## src/rtl/row_clear_ctrl_if.sv

```systemverilog
// ============================================================================
// Module  : row_clear_ctrl_if
// Purpose : Control handshake and board-RAM port bundle for row_clear_ctrl.
// Rev     : 1.0  initial release
// ============================================================================
`default_nettype none

interface row_clear_ctrl_if #(
  parameter int COLS = 10,
  parameter int AW   = 4,
  parameter int CW   = 5
) ();
  logic            start;
  logic            busy;
  logic            done;
  logic [CW-1:0]   cleared_count;
  logic [AW-1:0]   rd_addr;
  logic [COLS-1:0] rd_data;
  logic            wr_en;
  logic [AW-1:0]   wr_addr;
  logic [COLS-1:0] wr_data;

  modport slave (
    input  start, rd_data,
    output busy, done, cleared_count, rd_addr, wr_en, wr_addr, wr_data
  );

  modport master (
    output start, rd_data,
    input  busy, done, cleared_count, rd_addr, wr_en, wr_addr, wr_data
  );
endinterface

`default_nettype wire

```

## src/rtl/row_clear_ctrl.sv

```systemverilog
// ============================================================================
// Module  : row_clear_ctrl
// Purpose : Bottom-up line-clear sequencer; compacts surviving rows in place.
// Rev     : 1.0  initial release
// ============================================================================
`default_nettype none

module row_clear_ctrl #(
  parameter int ROWS = 16,
  parameter int COLS = 10,
  parameter int AW   = 4,
  parameter int CW   = 5
) (
  input  wire                clka,
  input  wire                restart_n,
  row_clear_ctrl_if.slave    bus
);

  typedef enum logic [2:0] {
    S_IDLE  = 3'd0,
    S_READ  = 3'd1,
    S_CHECK = 3'd2,
    S_FILL  = 3'd3,
    S_DONE  = 3'd4
  } state_t;

  localparam logic [AW-1:0] c_LAST_ROW = AW'(ROWS - 1);

  state_t        r_state, w_state_nxt;
  logic [AW-1:0] r_rp, w_rp_nxt;
  logic [AW-1:0] r_wp, w_wp_nxt;
  logic [CW-1:0] r_cnt, w_cnt_nxt;
  logic [CW-1:0] r_cleared, w_cleared_nxt;

  logic            w_full;
  logic            w_wr_en;
  logic [COLS-1:0] w_wr_data;
  logic            w_done;

  assign w_full = &bus.rd_data;

  always_ff @(posedge clka) begin
    if (!restart_n) begin
      r_state   <= S_IDLE;
      r_rp      <= c_LAST_ROW;
      r_wp      <= c_LAST_ROW;
      r_cnt     <= '0;
      r_cleared <= '0;
    end else begin
      r_state   <= w_state_nxt;
      r_rp      <= w_rp_nxt;
      r_wp      <= w_wp_nxt;
      r_cnt     <= w_cnt_nxt;
      r_cleared <= w_cleared_nxt;
    end
  end

  always_comb begin
    w_state_nxt   = r_state;
    w_rp_nxt      = r_rp;
    w_wp_nxt      = r_wp;
    w_cnt_nxt     = r_cnt;
    w_cleared_nxt = r_cleared;
    w_wr_en       = 1'b0;
    w_wr_data     = '0;
    w_done        = 1'b0;

    case (r_state)
      S_IDLE: begin
        if (bus.start) begin
          w_rp_nxt    = c_LAST_ROW;
          w_wp_nxt    = c_LAST_ROW;
          w_cnt_nxt   = '0;
          w_state_nxt = S_READ;
        end
      end
      S_READ: w_state_nxt = S_CHECK;
      S_CHECK: begin
        if (w_full) begin
          w_cnt_nxt = r_cnt + CW'(1);
        end else begin
          // Survivors always land at or below the row just read, so this
          // never overwrites an unread row.
          w_wr_en   = 1'b1;
          w_wr_data = bus.rd_data;
          if (r_wp != '0) w_wp_nxt = r_wp - AW'(1);
        end
        if (r_rp != '0) begin
          w_rp_nxt    = r_rp - AW'(1);
          w_state_nxt = S_READ;
        end else begin
          w_state_nxt = (w_cnt_nxt != '0) ? S_FILL : S_DONE;
        end
      end
      S_FILL: begin
        w_wr_en = 1'b1;
        if (r_wp == '0) w_state_nxt = S_DONE;
        else            w_wp_nxt    = r_wp - AW'(1);
      end
      S_DONE: begin
        w_done        = 1'b1;
        w_cleared_nxt = r_cnt;
        w_state_nxt   = S_IDLE;
      end
      default: w_state_nxt = S_IDLE;
    endcase
  end

  assign bus.busy          = (r_state != S_IDLE);
  assign bus.done          = w_done;
  assign bus.cleared_count = r_cleared;
  assign bus.rd_addr       = r_rp;
  assign bus.wr_en         = w_wr_en;
  assign bus.wr_addr       = r_wp;
  assign bus.wr_data       = w_wr_data;

endmodule

`default_nettype wire

```

## src/flat_wrapper.sv

```systemverilog
// flat-port wrapper written by rule: the top's interface ports become plain ports
module row_clear_ctrl_flat 
#(
  parameter int ROWS = 16,
  parameter int COLS = 10,
  parameter int AW   = 4,
  parameter int CW   = 5
)
  (clka, restart_n, bus_start, bus_rd_data, bus_busy, bus_done, bus_cleared_count, bus_rd_addr, bus_wr_en, bus_wr_addr, bus_wr_data);
  row_clear_ctrl_if #(.COLS(COLS), .AW(AW), .CW(CW)) bus_i ();
  input  wire clka;
  input  wire restart_n;
  input wire logic [$bits(bus_i.start)-1:0] bus_start;
  input wire logic [$bits(bus_i.rd_data)-1:0] bus_rd_data;
  output wire logic [$bits(bus_i.busy)-1:0] bus_busy;
  output wire logic [$bits(bus_i.done)-1:0] bus_done;
  output wire logic [$bits(bus_i.cleared_count)-1:0] bus_cleared_count;
  output wire logic [$bits(bus_i.rd_addr)-1:0] bus_rd_addr;
  output wire logic [$bits(bus_i.wr_en)-1:0] bus_wr_en;
  output wire logic [$bits(bus_i.wr_addr)-1:0] bus_wr_addr;
  output wire logic [$bits(bus_i.wr_data)-1:0] bus_wr_data;
  assign bus_i.start = bus_start;
  assign bus_i.rd_data = bus_rd_data;
  assign bus_busy = bus_i.busy;
  assign bus_done = bus_i.done;
  assign bus_cleared_count = bus_i.cleared_count;
  assign bus_rd_addr = bus_i.rd_addr;
  assign bus_wr_en = bus_i.wr_en;
  assign bus_wr_addr = bus_i.wr_addr;
  assign bus_wr_data = bus_i.wr_data;
  row_clear_ctrl #(.ROWS(ROWS), .COLS(COLS), .AW(AW), .CW(CW)) u_core (.clka(clka), .restart_n(restart_n), .bus(bus_i));
endmodule
```

## config.mk

```make
export PLATFORM = sky130hd
export DESIGN_NAME = row_clear_ctrl_flat
export DESIGN_NICKNAME = d
export VERILOG_FILES = /design/src/rtl/row_clear_ctrl_if.sv /design/src/rtl/row_clear_ctrl.sv /design/src/flat_wrapper.sv
export SDC_FILE = /design/constraint.sdc
export NUM_CORES = 1
export LEC_CHECK = 0
export ABC_AREA = 1
export BUFFER_PORTS_ARGS = -buffer_cell sky130_fd_sc_hd__buf_4
export CAP_MARGIN = 20
export CORE_ASPECT_RATIO = 0.8
export CORE_MARGIN = 2
export CORE_UTILIZATION = 40
export CTS_BUF_LIST = sky130_fd_sc_hd__clkbuf_8
export DETAILED_ROUTE_END_ITERATION = 10
export HOLD_SLACK_MARGIN = 0.05
export PLACE_DENSITY = 0.67
export SYNTH_ARGS = -nofsm -noshare
export SYNTH_HDL_FRONTEND = slang
export SYNTH_SLANG_ARGS = --single-unit
```

## constraint.sdc

```tcl
create_clock -name clka -period 1.9 [get_ports clka]
set_clock_uncertainty 0.2 [all_clocks]
set_input_delay 0.285 -clock clka [delete_from_list [all_inputs] [get_ports clka]]
set_output_delay 0.285 -clock clka [all_outputs]
set_load 0.01 [all_outputs]
```

# Yosys cells after proc, flatten, opt, wreduce, memory -nomap -nowiden
# Index checks and enable logic that the tools add are counted.
[classes] reduce_logical=13 n_lt_le_gt_ge=0 n_div=0 n_shift=0 n_eq_ne=10 muxes=21 add_sub_neg=3 bitwise=0 multipliers=0
[ops] op="$mux W10" n=2
[ops] op="$mux W4" n=5
[ops] op="$mux W5" n=3
[ops] op="$mux W3" n=4
[ops] op="$pmux W3 S4" n=1
[ops] op="$pmux W4 S3" n=1
[ops] op="$pmux W5 S2" n=1
[ops] op="$reduce_and A10 Y1" n=1
[ops] op="$pmux W4 S2" n=1
[ops] op="$reduce_bool A4 Y1" n=2
[ops] op="$sub A4 B1 Y4 const B" n=2
[ops] op="$eq A3 B2 Y1 const B" n=2
[ops] op="$ne A2 B1 Y1 const B" n=3
[ops] op="$ne A2 B2 Y1 const B" n=3
[ops] op="$reduce_bool A3 Y1" n=2
[ops] op="$add A5 B1 Y5 const B" n=1
[ops] op="$reduce_and A5 Y1" n=1
[ops] op="$reduce_bool A5 Y1" n=1
[ops] op="$logic_not A4 Y1" n=1
[ops] op="$reduce_and A2 Y1" n=2
[ops] op="$eq A3 B1 Y1 const B" n=1
[ops] op="$eq A3 B3 Y1 const B" n=1
[ops] op="$logic_not A3 Y1" n=1
[ops] op="$reduce_and A3 Y1" n=1
[ops] op="other kinds (3)" n=4
[totals] word_cells=52 memories=0 latchBits=0 ram_bits=0 register_bits=21 mem_bits_ro=0 output_inout_bits=26

# Longest topological paths before layout
# Gate-level depths: netlist (run 1).
[depth] depth_word=7 ltp_mapped=12

# Worst setup path after synthesis (run 1)
# OpenSTA, ideal clock, no wires.
[synth_timing] path_kind="register to register" from="register u_core.r_wp[0], in the netlist u_core.bus.wr_addr[0]" to="register u_core.r_wp[1], in the netlist u_core.bus.wr_addr[1]" setup_ns=0.138 arrival_time_ns=1.374 required_ns=1.562 setup_slack_ns=0.189 period_less_slack_ns=1.711 n_path_buf=0 stages_incl_launch_ff=13 path_cell_list="dfxtp_1 > inv_1 > ha_1 > inv_1 > or2_1 > nor2_1 > inv_1 > nand2_1 > nand2_1 > nand2_2 > inv_2 > nand2_1 > o211ai_1"
[synth_via] elab_chain_len=4 elab_cells_between_ends=10 cone_classes="add/sub (1); eq/ne (2); mux (4); reduce/logical (3)"
[synth_lines] item="start: declaration" line_no="row_clear_ctrl.sv:31" source="logic [AW-1:0] r_wp, w_wp_nxt;"
[synth_lines] item="start signal: assignment" line_no="row_clear_ctrl.sv:46" source="r_wp <= c_LAST_ROW;"
[synth_lines] item="start signal: assignment" line_no="row_clear_ctrl.sv:52" source="r_wp <= w_wp_nxt;"
[synth_lines] item="$sub A4 B1 Y4" line_no="row_clear_ctrl.sv:86, row_clear_ctrl.sv:98"
[synth_lines] item="$mux W4" line_no="row_clear_ctrl.sv:86" source="if (r_wp != '0) w_wp_nxt = r_wp - AW'(1);"
[synth_lines] item="$mux W4" line_no="row_clear_ctrl.sv:79" source="if (w_full) begin"
[synth_lines] item="$pmux W4 S3" line_no="row_clear_ctrl.sv:68" source="case (r_state)"
# Parallel ways exist; a longest one is shown, timed or not. The select of a mux whose other input is x is not followed.
# A chain may end at the register's enable or synchronous reset.

# Worst setup path after layout (run 1)
[layout_timing] from="register u_core.r_state[2]" to="output bus_wr_data[9]"
[layout_via] elab_chain_len=2
[layout_lines] item="start: declaration" line_no="row_clear_ctrl.sv:29" source="state_t r_state, w_state_nxt;"
[layout_lines] item="start signal: assignment" line_no="row_clear_ctrl.sv:50" source="r_state <= w_state_nxt;"
[layout_lines] item="$eq A3 B2 Y1" line_no="row_clear_ctrl.sv:68"
[layout_lines] item="$mux W10" line_no="row_clear_ctrl.sv:68"
[layout_lines] item="end: declaration" line_no="flat_wrapper.sv:21" source="output wire logic [$bits(bus_i.wr_data)-1:0] bus_wr_data;"
# No other way between the ends.

==> impl_metrics.yaml, run 1 <==
job:
  drv_cap: 0
cts:
  clk_latency_ns: 0.26
  cts-root-buf: "clkbuf_8"
  numCtsBuffers: 3
  cts_max_level: 1
  clk_path_buf_depth: 2
  cts_tree: "done"
  ctsHoldBuffers: 0
  clk_pin_slew_worst_paths_ns: 0.08
  clock_sinks: 21
synth:
  synth.net_count: 209
  syn_inst: 193
  synth.most_common_cell: "nand2_1"
  yosysTopAreaCell: "dfxtp_1"
  synth_top_area_share_pct: 33.1
  avgSynthCellArea_um2: 6.59
  synth_flop_cell: "dfxtp_1"
  synthArstFlopShare_pct: 0
  ys_types: 28
  synth_edf_count: 0
  ys_top_cells_by_area: "dfxtp_1 33%, nand2_1 13%, inv_1 8.9%"
  ys_warn_count: 0
  syn_area_mm2: 0.00127
  synth_common_cells: "45 x nand2_1, 30 x inv_1, 21 x dfxtp_1"
  synth-seq-area-share_pct: 33.1
  ys_seq_elements: 21
worst_hold_path:
  hold_class: "input pin to flip-flop"
  min_from: "restart_n"
  hold_path_depth: 2
floorplanning:
  core_area_mm2: 0.00306
  die_area_mm2: 0.00365
  core.rowCount: 18
  io-pin-count: 39
  die_x_um: 67.0
  initial_core_util_pct: 41.5
  dieHeight_um: 54.4
setup_path:
  cp.required_ns: 1.41
  cp_max_fo: 11
  rr_startpoint: "u_core.bus.wr_addr[1]"
  worst_setup_path_end_kind: "output pin"
  worstSetupPathType: "flip-flop to output pin"
  worstRegToRegCells: 12
  critPathLaunch: "u_core.r_state[2]"
  worstPathArrival_ns: 1.30
  start_kind: "flip-flop"
timing:
  finalMaxSlewViolations: 0
  slew_headroom_pct: 63.2
  fmax_mhz: 562
  setup_viol: 0
  fin_crit_ns: 1.78
  setup_ws_ns: 0.119
  hold_viol: 0
  worstMarginPinSlew_ns: 0.548
  period_share_pct: 93.7
routing:
  wirelength_um: 2770
  ant_nets: 0
  routedWlPerCell_um: 10.0
  num_vias: 1276
  drt_iter0_drc: 40
  firstDrtPassIters: 4
  drc: 0
  via_per_inst: 4.61
global_routing:
  antenna_found_initial: 0
  track_usage_pct: 16.0
  overflow: 0
  grt_pass1_wl_um: 4460
  grt_max_degree: 14
  grt_pass1_vias: 1023
place:
  gp_congestion: 0.816
  port_buffers: 38
  hpwlAfterDp_um: 2140
  preCtsSetupSlack_ns: 0.0686
  dpl_cell_area_mm2: 0.00162
  dpl.cell_count: 272
pwr:
  p_comb_share_pct: 20.0
  pwr-share-clk_pct: 31.7
  swShare_pct: 28.9
  p_seq_share_pct: 48.2
  intPower_uw: 687
  p_sw_uw: 279
  peakVddDrop_uv: 345
  power_per_cell_area_mw_per_mm2: 565
  power_leakage_uw: 0.000841
layout:
  antenna_cells: 0
  finalInstanceArea_mm2: 0.00171
  drive_gt1_share_pct: 32.1
  fillerInstances: 318
  syn_to_final_growth_pct: 34.4
  final_cell_count_no_fill: 277
  nNetsFinal: 254
  fin_util_pct: 55.8
status:
  status: "finished clean"
[path summary, 6_finish.rpt]
path / endpoint / slack, ns
max: bus_wr_data[9] / 0.12
min: u_core.bus.rd_addr[1] / 0.09
max reg2reg: u_core.bus.wr_addr[1] / 0.13
min reg2reg: u_core.bus.cleared_count[4] / 0.30
[metrics by stage]
step / setup TNS [ns] / hold slack [ns] / power [uW]
final: 0 / 0.0855 / 966
after global routing: -0.00765 / 0.0923 / 1020
after CTS: 0 / 0.0781 / 968
after detailed placement: 0 / 0.281 / 661
after global placement: 0 / 0.290 / 661
after floorplan: 0 / 0.223 / 583
[logic make-up after synthesis]
family          synth area share [%]
flops                           33.1
buf+inv                         12.0
simple gates                    37.7
fa+ha+maj                       2.95
compound gates                  13.6
xor+xnor                       0.689
[cell usage in the layout (no fill, tap or decap), types with 2 or more instances in the layout]
cell type,count
nor3_1,2
nor2_2,5
dfxtp_2,2
buf_4,43
clkbuf_8,3
dfxtp_1,19
a21oi_1,13
nand2_2,4
inv_1,30
nand4_1,4
nand3_1,12
nand2_4,2
o21ai_0,6
nor2_1,18
nor2_4,5
nand2_1,42
o21ai_1,5
inv_2,6
ha_1,3
[state kept, by name (all words and copies together) (netlist names)]
| name | cells |
|---|---|
| u_core.r_state | 3 |
| u_core.bus.cleared_count | 5 |
| u_core.r_cnt | 5 |
| u_core.bus.wr_addr | 4 |
| u_core.bus.rd_addr | 4 |
[critical path, cell delays in order, from the launching register on]
cell and delay, ns:
dfxtp_2 0.37, nor2_4 0.14, inv_2 0.05, nor2_4 0.12, nand2_4 0.11, nor2_1 0.11, buf_4 0.13
[per-layer routing]
| metal | GRT usage [%] | vias up | routed length, um |
|---|---|---|---|
| li1 | - | 697 | - |
| met1 | 21.9 | 549 | 1390 |
| met2 | 26.4 | 28 | 1220 |
| met3 | 3.70 | 2 | 155 |
| met4 | 2.04 | 0 | 8 |
| met5 | 0 | - | 0 |
[final cells by class]
type                            instances  area (um^2)  share of cell area, %
Clock inverter                          1         7.51                  0.439
Multi-Input combinational cell        132          726                   42.5
Sequential cell                        21          423                   24.7
Timing Repair Buffer                   43          323                   18.9
Tap cell                               40         50.0                   2.93
Clock buffer                            3         41.3                   2.42
Inverter                               37          139                   8.13
[power by group through the flow]
stage               clock (uW)  combinational, uW  sequential (uW)
finish                     306                194              466
global route               331                217              469
CTS                        316                188              465
detailed placement           0                186              475
global placement             0                186              475
floorplan                    0                103              479
[timing repair]
| action | in CTS | in global routing |
|---|---|---|
| pin swaps | 0 | 1 |
| gates resized for setup | 1 | 8 |
| endpoints found under the setup margin | 11 | 16 |
| buffers inserted | 0 | 1 |
(Power assumes the default switching activity.)
==> run 2: changes to the inputs <==
--- a/config.mk
+++ b/config.mk
@@ -13,7 +13,7 @@
 export CORE_UTILIZATION = 40
 export CTS_BUF_LIST = sky130_fd_sc_hd__clkbuf_8
 export DETAILED_ROUTE_END_ITERATION = 10
-export HOLD_SLACK_MARGIN = 0.05
+export HOLD_SLACK_MARGIN = 0.1
 export PLACE_DENSITY = 0.67
 export SYNTH_ARGS = -nofsm -noshare
 export SYNTH_HDL_FRONTEND = slang
==> run 2 against run 1 <==
Critical path depth unchanged. Clock-buffer cell count unchanged. Routed wire length down 0.11%. Sequential share of layout area down 0.14 points. Design area up 0.59%. Non-clock buffer count up 1. Via count up 0.16%. Sequential power about the same. Final cell count up 0.36%.
==> impl_metrics.yaml, run 2 (same netlist as run 1, synthesis figures left out) <==
global_routing:
  grt_pass1_vias: 1020
  grt_max_degree: 14
  grt_pass1_wl_um: 4460
  antenna_found_initial: 0
  track_usage_pct: 16.0
  overflow: 0
floorplanning:
  die_x_um: 67.0
  dieHeight_um: 54.4
  die_area_mm2: 0.00365
  io-pin-count: 39
  initial_core_util_pct: 41.5
  core.rowCount: 18
  core_area_mm2: 0.00306
timing:
  fmax_mhz: 562
  hold_viol: 0
  slew_headroom_pct: 63.2
  fin_crit_ns: 1.78
  period_share_pct: 93.7
  finalMaxSlewViolations: 0
  worstMarginPinSlew_ns: 0.548
  setup_viol: 0
  setup_ws_ns: 0.119
routing:
  ant_nets: 0
  drc: 0
  firstDrtPassIters: 4
  num_vias: 1278
  wirelength_um: 2770
  drt_iter0_drc: 35
  via_per_inst: 4.60
  routedWlPerCell_um: 9.95
setup_path:
  worstRegToRegCells: 12
  worstSetupPathType: "flip-flop to output pin"
  crit_chain: "nor2_4 -> inv_2 -> nor2_4 -> nand2_4 -> nor2_1 -> buf_4"
  worstReg2RegEnd: "u_core.bus.wr_addr[1]"
  max_stage_delay_ns: 0.37
  critPathSlowestCell: "dfxtp_2"
  cp.required_ns: 1.41
  critPathLaunch: "u_core.r_state[2]"
  worstPathArrival_ns: 1.30
  path_depth: 6
  rr_startpoint: "u_core.bus.wr_addr[1]"
  worst_setup_path_end_kind: "output pin"
  cp_max_fo: 11
  ff2ff_setup_slack_ns: 0.13
  crit_buf_inv: 2
  crit_top_cell: "nor2_4"
  critical-path-top-delay-family: "simple AND/OR/NAND/NOR gates"
  start_kind: "flip-flop"
layout:
  finalInstanceArea_mm2: 0.00172
  layout_commonest_cell: "buf_4"
  drive_gt1_share_pct: 31.9
  syn_to_final_growth_pct: 35.2
  final_cell_mix: "43 x buf_4, 42 x nand2_1, 30 x inv_1, 19 x dfxtp_1, 18 x nor2_1"
  fillerInstances: 317
  antenna_cells: 0
  nNetsFinal: 255
pwr:
  power_per_cell_area_mw_per_mm2: 563
  total_power_uw: 968
  power_leakage_uw: 0.000845
  peakVddDrop_uv: 345
cts:
  clk_pin_slew_worst_paths_ns: 0.08
  clk_path_buf_depth: 2
  clk_latency_ns: 0.26
  cts_tree: "done"
  numCtsBuffers: 3
  cts_max_level: 1
  cts-root-buf: "clkbuf_8"
  clock_sinks: 21
place:
  gp_congestion: 0.816
  hpwlAfterDp_um: 2140
  port_buffers: 38
  preCtsSetupSlack_ns: 0.0686
  dpl_cell_area_mm2: 0.00162
worst_hold_path:
  hold_class: "input pin to flip-flop"
  min_from: "bus_start"
  hold_end: "u_core.bus.rd_addr[3]"
  hold_path_depth: 5
job:
  drv_cap: 0
status:
  status: "finished clean"
run 2: changes by cell type in the layout (fill, tap and decap cells not counted):
| cell | delta |
|---|---|
| dlygate4sd3_1 | +1 |
run 2: through the flow:
step / util, % / TNS [ns] / hold slack (ns) / instances
finish: 56.1 / 0 / 0.165 / 278
global placement: 53.0 / 0 / 0.290 / 272
CTS: 55.0 / 0 / 0.161 / 277
global route: 56.1 / -0.00766 / 0.203 / 278
detailed placement: 53.0 / 0 / 0.281 / 272
floorplan: - / 0 / 0.223 / 193
run 2: power breakdown:
group          leakage (uW)  switching (uW)  internal, uW
logic              0.000652             109          86.1
clock network     0.0000217             158           148
registers          0.000171            12.3           454
total              0.000845             279           688
run 2: final cells by class:
| type | count | area (um^2) | area share (%) |
|---|---|---|---|
| Clock buffer | 3 | 41.3 | 2.40 |
| Clock inverter | 1 | 7.51 | 0.437 |
| Inverter | 37 | 139 | 8.08 |
| Tap cell | 40 | 50.0 | 2.91 |
| Sequential cell | 21 | 423 | 24.6 |
| Timing Repair Buffer | 44 | 333 | 19.4 |
| Multi-Input combinational cell | 132 | 726 | 42.2 |
run 2: worst max-delay path by stage:
stage,slack [ns],end
after floorplan,0.19,u_core.bus.wr_addr[1]
after global placement,0.09,bus_wr_en
final,0.12,bus_wr_data[9]
after global routing,-0.008,u_core.bus.wr_addr[1]
after detailed placement,0.07,bus_wr_en
after CTS,0.01,bus_wr_data[5]
run 2: metal layers:
layer	global-route usage, %	part of all wire [%]
met4	2.04	0.29
met3	3.70	5.7
met5	0	0
met2	26.4	44
met1	21.9	50
run 2: tightest hold or removal path, stage by stage:
cell and delay [ns]:
buf_4 0.08, nand3_1 0.07, nand2_1 0.06, inv_1 0.06
nand2_1 0.06
run 2: timing repair:
action,4_1_cts,5_1_grt
hold buffers,1,0
resized for setup,1,8
buffers inserted,0,1
pin swaps,0,1
endpoints found under the setup margin,11,16
hold endpoints to repair,2,0
==> run 3: changes to the inputs <==
==> constraint.sdc (replaced) <==
create_clock -name clka -period 1.9 [get_ports clka]
set_clock_uncertainty 0.2 [all_clocks]
set_input_delay 0.285 -clock clka [delete_from_list [all_inputs] [get_ports clka]]
set_output_delay 0.285 -clock clka [all_outputs]
set_load 0.05 [all_outputs]
==> run 3 against run 2 <==
Total power up 6.5%. Register-to-register slack better by 0.02 ns. Design area up 1.8%. Combinational power grew 37%. Routed wire length rose by 3.6%. Clock-buffer cell count unchanged. Hold slack improved by 0.0025 ns. Critical path depth unchanged. Die area is the same. Sequential power hardly changed. Maximum frequency fell by 3.8%. Highest routed layer unchanged.
==> impl_metrics.yaml, run 3 (same netlist as run 1, synthesis figures left out) <==
setup_path:
  worst_setup_path_end_kind: "output pin"
  start_kind: "flip-flop"
  cp_max_fo: 11
  max_stage_delay_ns: 0.34
  crit_chain: "nor2_2 -> inv_2 -> nor2_4 -> nand2_4 -> nor2_1 -> buf_6"
  critPathSlowestCell: "dfxtp_1"
  worstReg2RegEnd: "u_core.bus.wr_addr[2]"
  rr_startpoint: "u_core.bus.wr_addr[0]"
  ff2ff_setup_slack_ns: 0.15
  worstPathArrival_ns: 1.37
  worstSetupPathType: "flip-flop to output pin"
  worstRegToRegCells: 12
  cp.required_ns: 1.41
  critPathLaunch: "u_core.r_state[0]"
floorplanning:
  die_x_um: 67.0
  die_area_mm2: 0.00365
  dieHeight_um: 54.4
  core_area_mm2: 0.00306
  io-pin-count: 39
  core.rowCount: 18
  initial_core_util_pct: 41.5
global_routing:
  grt_pass1_vias: 1137
  grt_pass1_wl_um: 4710
  grt_max_degree: 14
  antenna_found_initial: 0
  overflow: 0
  track_usage_pct: 17.3
timing:
  period_share_pct: 97.4
  fin_crit_ns: 1.85
  worstMarginPinSlew_ns: 0.558
  timing.hold.ws_ns: 0.168
  setup_viol: 0
  slew_headroom_pct: 62.5
  finalMaxSlewViolations: 0
  rsz0062_at_grt: "yes"
  hold_viol: 0
  setup_ws_ns: 0.0493
  fmax_mhz: 540
cts:
  clk_pin_slew_worst_paths_ns: 0.08
  clock_sinks: 21
  cts_max_level: 1
  cts_tree: "done"
  clk_latency_ns: 0.27
  clk_path_buf_depth: 2
  cts-root-buf: "clkbuf_8"
  numCtsBuffers: 3
layout:
  final_cell_mix: "47 x buf_4, 42 x nand2_1, 28 x inv_1, 19 x dfxtp_1, 18 x nor2_1"
  layout_commonest_cell: "buf_4"
  antenna_cells: 0
  drive_gt1_share_pct: 33.7
  nNetsFinal: 260
  finalInstanceArea_mm2: 0.00175
  syn_to_final_growth_pct: 37.7
  fin_util_pct: 57.1
worst_hold_path:
  hold_end: "u_core.bus.rd_addr[3]"
  hold_class: "input pin to flip-flop"
  hold_path_depth: 5
  min_from: "bus_start"
place:
  hpwlAfterDp_um: 2240
  port_buffers: 38
  gp_congestion: 0.775
  preCtsSetupSlack_ns: 0.109
  dpl_cell_area_mm2: 0.00164
status:
  status: "finished clean"
routing:
  wirelength_um: 2870
  firstDrtPassIters: 4
  drt_iter0_drc: 42
  ant_nets: 0
  via_per_inst: 4.62
  routedWlPerCell_um: 10.1
  drc: 0
  num_vias: 1308
job:
  drv_cap: 0
pwr:
  total_power_uw: 1030
  power_leakage_uw: 0.000863
  peakVddDrop_uv: 595
  power_per_cell_area_mw_per_mm2: 589
==> run 3: changes by cell type in the layout (fill, tap and decap cells not counted), sizes merged <==
| cell | change |
|---|---|
| clkinv | +1 |
| buf | +5 |
| clkinvlp | -1 |
==> run 3: report_power, final <==
part	switching, uW	internal (uW)
combinational	176	91.4
sequential	13.0	454
clock	150	146
==> run 3: worst max path at each step <==
stage / endpoint / slack [ns]
6_report: bus_wr_data[5] / 0.05
5_1_grt: bus_done / -0.1
4_1_cts: bus_wr_data[5] / 0.03
3_5_place_dp: bus_wr_en / 0.11
3_3_place_gp: bus_wr_data[8] / 0.11
2_1_floorplan: bus_wr_data[0] / -0.20
==> run 3: cell type report <==
type | instances | area, um^2
sequential | 21 | 425
clock inverter | 1 | 5.00
tap | 40 | 50.0
clock buffer | 3 | 41.3
multi-input combinational | 132 | 716
timing repair buffer | 49 | 374
fill | 318 | 1310
inverter | 37 | 139
==> run 3: critical path: cells and delay by family, from the launching register on <==
| kind | cells | cell delay (ns) |
|---|---|---|
| flip-flops | 1 | 0.34 |
| AND/OR/NAND/NOR | 4 | 0.51 |
| buffers and inverters | 2 | 0.24 |
==> run 3: timing repair <==
action / CTS / global route
pin swaps: 0 / 3
endpoints found under the setup margin: 11 / 15
hold buffers: 1 / 0
hold endpoints to repair: 2 / 0
setup buffers: 0 / 4
resized for setup: 3 / 6
==> run 3: metal layers <==
metal	wire [um]	share of wire [%]	vias to the layer above	GRT usage [%]
met5	0	0	-	0
met1	1420	49	568	21.5
met4	29	1.0	0	4.08
met3	125	4.4	5	4.94
li1	-	-	714	-
met2	1290	45	21	29.9
==> run 3: metrics by stage <==
step           instances  setup TNS (ns)
2_1_floorplan        193           -1.79
3_3_place_gp         274               0
3_5_place_dp         274               0
4_1_cts              279               0
5_1_grt              283          -0.819
6_report             283               0
